$ cat src/rtl/demux_pkg.sv
// Shared constants and types for the registered 1-to-8 word distributor.
package demux_pkg;

   localparam int unsigned NCH    = 8;
   localparam int unsigned SEL_W  = 3;
   localparam int unsigned WORD_W = 32;

   typedef logic [WORD_W-1:0] word_t;
   typedef logic [NCH-1:0]    onehot_t;

endpackage

$ cat src/rtl/decoder3to8.sv
// 3-to-8 one-hot decoder with enable; all outputs low when en is low.
module decoder3to8
   import demux_pkg::*;
(
   input  logic    C2,
   input  logic    C1,
   input  logic    C0,
   input  logic    en,
   output onehot_t y
);

   // Exactly one output high for an enabled select, none otherwise.
   always_comb begin
      y = '0;
      if (en) begin
         y[{C2, C1, C0}] = 1'b1;
      end
   end

endmodule

$ cat src/rtl/demux1to8b32_reg.sv
// Registered 1-to-8 word distributor with per-channel full/ack handshake.
// Optional feature: define DEMUX_OVERWRITE_EN to make in_ready constant 1 and
// let writes to a full channel overwrite it, raising the sticky ovf flag.
module demux1to8b32_reg
   import demux_pkg::*;
#(
   parameter int unsigned     WIDTH     = 32,
   parameter logic [WIDTH-1:0] RESET_VAL = '0
) (
   input  logic             clk,
   input  logic             reset,
   input  logic             C2,
   input  logic             C1,
   input  logic             C0,
   input  logic [WIDTH-1:0] I,
   input  logic             in_valid,
   output logic             in_ready,
   input  logic [NCH-1:0]   ack,
   output logic [WIDTH-1:0] O0,
   output logic [WIDTH-1:0] O1,
   output logic [WIDTH-1:0] O2,
   output logic [WIDTH-1:0] O3,
   output logic [WIDTH-1:0] O4,
   output logic [WIDTH-1:0] O5,
   output logic [WIDTH-1:0] O6,
   output logic [WIDTH-1:0] O7,
   output logic [NCH-1:0]   full,
   output logic             ovf
);

   logic [SEL_W-1:0] sel;
   logic             accept;
   onehot_t          we;
   onehot_t          full_q;
   logic [WIDTH-1:0] o_q [NCH];

   assign sel = {C2, C1, C0};

`ifdef DEMUX_OVERWRITE_EN
   assign in_ready = 1'b1;
`else
   // A same-cycle ack frees the slot, so a full channel can still accept.
   assign in_ready = ~full_q[sel] | ack[sel];
`endif

   assign accept = in_valid & in_ready;

   decoder3to8 u_dec (
      .C2 (C2),
      .C1 (C1),
      .C0 (C0),
      .en (accept),
      .y  (we)
   );

   for (genvar k = 0; k < NCH; k++) begin : g_ch
      logic [WIDTH-1:0] o_d;
      logic             full_d;

      // Write wins over ack; ack only clears full, the data is kept.
      always_comb begin
         o_d    = o_q[k];
         full_d = full_q[k];
         if (we[k]) begin
            o_d    = I;
            full_d = 1'b1;
         end else if (ack[k]) begin
            full_d = 1'b0;
         end
      end

      // Channel holding register and full bit.
      always_ff @(posedge clk) begin
         if (reset) begin
            o_q[k]    <= RESET_VAL;
            full_q[k] <= 1'b0;
         end else begin
            o_q[k]    <= o_d;
            full_q[k] <= full_d;
         end
      end
   end

`ifdef DEMUX_OVERWRITE_EN
   logic ovf_q;
   logic ovf_d;

   // Sticky: set when a full channel is written without being acked.
   always_comb begin
      ovf_d = ovf_q | (accept & full_q[sel] & ~ack[sel]);
   end

   // Overwrite flag register, cleared only by reset.
   always_ff @(posedge clk) begin
      if (reset) begin
         ovf_q <= 1'b0;
      end else begin
         ovf_q <= ovf_d;
      end
   end

   assign ovf = ovf_q;
`else
   assign ovf = 1'b0;
`endif

   assign full = full_q;
   assign O0   = o_q[0];
   assign O1   = o_q[1];
   assign O2   = o_q[2];
   assign O3   = o_q[3];
   assign O4   = o_q[4];
   assign O5   = o_q[5];
   assign O6   = o_q[6];
   assign O7   = o_q[7];

endmodule

$ cat config.mk
export PLATFORM = sky130hd
export DESIGN_NAME = demux1to8b32_reg
export DESIGN_NICKNAME = d
export VERILOG_FILES = /design/src/rtl/demux_pkg.sv /design/src/rtl/decoder3to8.sv /design/src/rtl/demux1to8b32_reg.sv
export SDC_FILE = /design/constraint.sdc
export NUM_CORES = 1
export LEC_CHECK = 0
export BUFFER_PORTS_ARGS = -buffer_cell sky130_fd_sc_hd__buf_2
export CORE_UTILIZATION = 34
export CTS_BUF_LIST = sky130_fd_sc_hd__clkbuf_4 sky130_fd_sc_hd__clkbuf_8 sky130_fd_sc_hd__clkbuf_16
export CTS_CLUSTER_DIAMETER = 60
export DETAILED_ROUTE_END_ITERATION = 10
export HOLD_SLACK_MARGIN = 0.03
export PLACE_DENSITY = 0.56
export SLEW_MARGIN = 20
export SYNTH_ARGS = -nofsm -noshare
export SYNTH_HDL_FRONTEND = slang
export SYNTH_HIERARCHICAL = 1
export SYNTH_SLANG_ARGS = --single-unit
$ cat constraint.sdc
create_clock -name clk -period 5.6 [get_ports clk]
set_input_delay 0 -clock clk [delete_from_list [all_inputs] [get_ports clk]]
set_output_delay 0 -clock clk [all_outputs]
set_load 0.02 [all_outputs]
After elaboration in Yosys (flattened, before gate mapping). Memories as Yosys holds them, arrays and structs flattened. Cells that the tools add are included.

$add $sub $neg: 0. $mul: 0. Divide/modulo/power cells: 0. Order comparisons: 2. Equal/unequal tests: 0. Shift operators: 0. Muxes and demuxes: 42. Bitwise gates (word level): 11. Reduce and logical (&&, ||, !) cells: 9.

Operators with widths (number): 32-bit two-way mux (16); 1-bit two-way mux (22); 2-bit nonzero test (8); 1-bit OR (9); 8-bit two-way mux (1); 1-bit binary-select mux with 3-bit select (2); 3-bit by 4-bit < comparator with 1-bit output (second input constant) (1); 1-bit demux with 3-bit select (1); 3-bit by 1-bit greater-or-equal comparator with 1-bit output (second input constant) (1); 1-bit bitwise AND (1); 1-bit logical AND (1); 1-bit NOT (1).

Register bits: 8. Bits in latches: 0. Bits in writable memories: 256. ROM bits: 0. Input bits: 46. Output and inout bits: 266. Logic and storage cells: 73. Memories: 1.

Memory list: o_q (words 8, bits a word 32, rd ports 8, clocked after Yosys merged registers in 0, write ports 8, line demux1to8b32_reg.sv:35) `logic [WIDTH-1:0] o_q [NCH];`.

Depth between registers and ports, before layout.
Depth in word-level cells: 8. Gate-level depth with buffers: 9. Depth with buffers taken out: 6.

Modules after synthesis. Netlist, hierarchy kept.

Modules (own cells, without submodules): demux1to8b32_reg (times used 1, cells each 909, area each 9444.1 sq um, sequential area each 5285.1 sq um); decoder3to8 (times used 1, cells each 8, area each 95.1 sq um, sequential area each 0.0 sq um).

Worst setup path before layout. OpenSTA, ideal clock, no wires.

Path type: flip-flop to flip-flop. Start: register full_q[7] (netlist: full[7]). End: memory o_q[0][12]. Library setup time: 0.128 ns. Data arrival time: 2.147 ns. Data required time: 5.472 ns. Path slack: 3.325 ns. Cell stages (with the launch flop): 9. Buffers on the path: 2. Period minus slack after synthesis: 2.275 ns. Path through: dfxtp_1 nor2b_1 mux4_2 o211ai_2 nor4b_2 buf_2 buf_2 mux2i_1 nor2_1.

RTL lines: start: declaration (line demux1to8b32_reg.sv:34) `onehot_t full_q;`; start signal: indexed assignment (line demux1to8b32_reg.sv:79) `full_q[k] <= full_d;`; end: declaration (line demux1to8b32_reg.sv:35).

==> results by stage <==
Die:
- The area of the die is 28,730 um^2.
- The die is roughly 170 um wide.
- The starting density of the core is around a third.
- The core footprint is roughly 27,000 um^2.
- The number of placement rows is 60.
- During I/O placement, the number of pins put on the boundary was 312.
- The die is about 170 um tall.

Placed design:
- Once detailed placement completed, the half-perimeter wirelength came to 18,410 um.
- The number of port buffers is 310.
- The final weighted congestion in routability-driven placement is 0.7519.

Drt:
- The post-detailed-route count of antenna-violating nets is 0.
- The detailed router placed 7,237 vias in this run.
- The total wirelength of the detailed-routed design is approximately 28,000 um.
- In the routed layout, each cell is associated on average with a via count of around 4.5.
- The violation count after the first detailed-route iteration is 310.
- The number of DRC violations after detailed routing is 0.
- Dividing the detail-routed wire length by the instance count gives about 17 um.
- Before antenna repair, the detailed router went through 4 iterations.

CTS:
- The maximum count of clock buffers along a single path is 3.
- In this run the number of H-tree levels came out at 1.
- The number of setup buffers added after CTS is 0.
- Clock tree synthesis selected as its root buffer the cell clkbuf_16.
- The number of gates resized after CTS was 0.
- The number of buffers created by CTS is 28.
- The CTS tree is done.
- The clock latency reported for the late side of the worst-skew pair is roughly 530 ps.
- The clock edge transition at the registers on the reported setup and hold paths is roughly 60 ps.
- CTS saw ~260 sinks.
- In this run, post-CTS hold repair placed 40 buffers.

Power and ir drop:
- The ratio of total power to cell area is 324.3 nW/um^2.
- VDD sags by at most ~230 uV.
- The leakage power is ~5.5 nW.

Layout:
- The area taken by flip-flops and latches is around 5300 um^2.
- The area growth from synthesis to layout is 31.68%.
- The final core area utilization is a little under half.
- The area taken by multi-input logic gates is between 3000 and 4000 um^2.
- The proportion of layout cells with a drive suffix above 1 is 30.76%.
- The number of fill cells is between 2,000 and 3,000.
- After the last flow step, the layout net total stands at 1,258.

Synthesis:
- Synthesis produced a netlist with a net count of 963.
- In this run, synthesis produced a sequential element count of roughly 260.
- For this run, the leading register cell type out of synthesis is dfxtp_1.
- Yosys mapped a number of flops with a built-in enable equal to 0.
- Of the post-synthesis cell area, the dominant cell type holds roughly 55%.
- After synthesis, flip-flops and latches occupy 55.40% of the total area.
- The post-synthesis instance area is 9539 um^2.
- The synthesized netlist cell count is 917.
- Ranked by instance count, the synthesized netlist is headed by 267 x nor2_1, 264 x dfxtp_1, 256 x mux2i_1.
- Yosys instantiated no cell more often than nor2_1.
- The number of different library cells used by synthesis comes to 25.
- After synthesis, the cell types taking the most area are dfxtp_1 55%, mux2i_1 27%, nor2_1 11%.
- Yosys printed 6 warnings.
- In this run the mean area of a mapped cell was roughly 10 um^2.
- The biggest area contributor in the post-synthesis netlist is dfxtp_1.
- The async set-or-reset flop fraction in the synthesized netlist is 0%.

Critical path:
- STA puts the critical path data required time at around 6000 ps.
- The worst setup path is captured at a flop.
- By startpoint and endpoint, the worst setup path is classified as flop to flop.
- STA puts the critical path data arrival time at about 3200 ps.
- The startpoint type of the worst setup path is a flop.
- The maximum fanout encountered on the critical timing path is 17.

Global route:
- The first global-routing pass estimated ~42,000 um of wire.
- Entering global routing, the biggest net connects approximately 150 pins.
- The overall global routing resource usage is approximately a fifth.
- The initial antenna violation count is 2.
- The number of global-route vias before repair came to around 7,000.
- The final global-route overflow total is 0.

Timing:
- The final critical-path share of the clock period is between 50% and 60%.
- On the final layout, the worst clock skew is a little under 5 ps.
- The final number of max-transition violations is 0.
- At the pin with the least slew margin, the transition time is about 840 ps.
- The worst path needs around 2800 ps of the cycle, external delays included.
- Static timing analysis puts the maximum clock frequency at 355.8 MHz.
- The accumulated negative setup slack is 0 ps.
- Setup repair after global routing left no endpoint under its margin.
- In this run the tightest slew margin relative to its limit is a little over two fifths.
- The final hold violation count is 0.
- The setup violation total in the final timing report is 0.

Worst hold path:
- The kind of path behind the tightest hold check is primary input to flop.

Flow run:
- The total of max-cap violations is 0.

Status:
- The flow ran to the end, and the final reports show no timing, DRC or antenna violations.
[per-stage QoR]
| step | total power [mW] | worst slack, ps | area (um^2) | instances | hold slack, ps |
|---|---|---|---|---|---|
| 4_1_cts | 4.126 | 2758 | 12560 | 1601 | 128.6 |
| 6_report | 4.073 | 2789 | 12560 | 1603 | 71.43 |
| 3_5_place_dp | 2.287 | 2753 | 11250 | 1514 | 289.2 |
| 2_1_floorplan | 2.181 | 3325 | 9539 | 917 | 182.7 |
| 5_1_grt | 4.226 | 2599 | 12560 | 1603 | 161.7 |
| 3_3_place_gp | 2.285 | 2835 | 11250 | 1514 | 293.3 |
[metal layers]
metal | vias to the layer above | GRT usage [%] | share of wire [%] | routed length [um]
met5 | - | 0 | 0 | 0
li1 | 3592 | - | - | -
met4 | 0 | 5.601 | 2.4 | 667
met2 | 242 | 31.06 | 46 | 12670
met3 | 38 | 5.480 | 7.2 | 1990
met1 | 3365 | 23.70 | 45 | 12320
[path summary, 6_finish.rpt]
check / slack (ps) / from / end / depth (start not counted)
setup / recovery: 2790 / full[7] / o_q[1][39] / 7
hold / removal: 70 / reset / o_q[0][31] / 2
setup reg to reg: 2790 / full[7] / o_q[1][39] / 7
hold reg to reg: 490 / o_q[1][49] / o_q[1][49] / 2
[cell type report]
cell class                      instances  area share, %
Antenna cell                            2        0.03984
Clock buffer                           41          6.744
Clock inverter                          6         0.4383
Inverter                                5         0.1494
Multi-Input combinational cell        553          30.54
Sequential cell                       264          42.08
Tap cell                              372          3.706
Timing Repair Buffer                  360          16.31
[critical path, cell delays in order (launching register included)]
cell      delay [ps]
dfxtp_1          310
nor2b_1          140
mux4_2           500
o211ai_2         300
and4b_2          680
buf_4            430
mux2i_1          240
nor2_1            50
[sequential cells by signal (all words and copies together) (netlist names)]
name and cells:
full 8, o_q 256
[power by group]
| part | switching (mW) | total (mW) | internal [mW] |
|---|---|---|---|
| Clock | 0.727 | 1.81 | 1.08 |
| Sequential | 0.0191 | 1.94 | 1.92 |
| Combinational | 0.207 | 0.325 | 0.118 |
[cell usage in the layout, fill, tap and decap left out]
| cell type | count |
|---|---|
| o211ai_2 | 2 |
| conb_1 | 1 |
| and4_2 | 1 |
| inv_1 | 5 |
| nand2_1 | 1 |
| nor2b_1 | 5 |
| bufinv_16 | 1 |
| o211ai_1 | 2 |
| nand3b_1 | 2 |
| clkbuf_16 | 29 |
| and4bb_2 | 3 |
| o2111ai_1 | 2 |
| buf_4 | 9 |
| nor4b_4 | 1 |
| mux4_2 | 1 |
| dfxtp_1 | 264 |
| buf_12 | 1 |
| and4b_2 | 3 |
| buf_2 | 309 |
| clkinv_2 | 5 |
| a21oi_1 | 4 |
| nand2b_1 | 2 |
| nor2_1 | 267 |
| clkbuf_4 | 7 |
| diode_2 | 2 |
| clkbuf_8 | 6 |
| dlygate4sd3_1 | 40 |
| mux2i_1 | 256 |
[cells by family after synthesis]
family | Yosys count | share of synthesized area, %
and+or+nand+nor | 285 | 12.16
AOI/OAI and AO/OA | 10 | 0.8132
other | 1 | 0.03931
DFF | 264 | 55.40
muxes | 257 | 27.10
buffers and inverters | 100 | 4.486
Note: power is estimated with default switching activity, not from simulation.
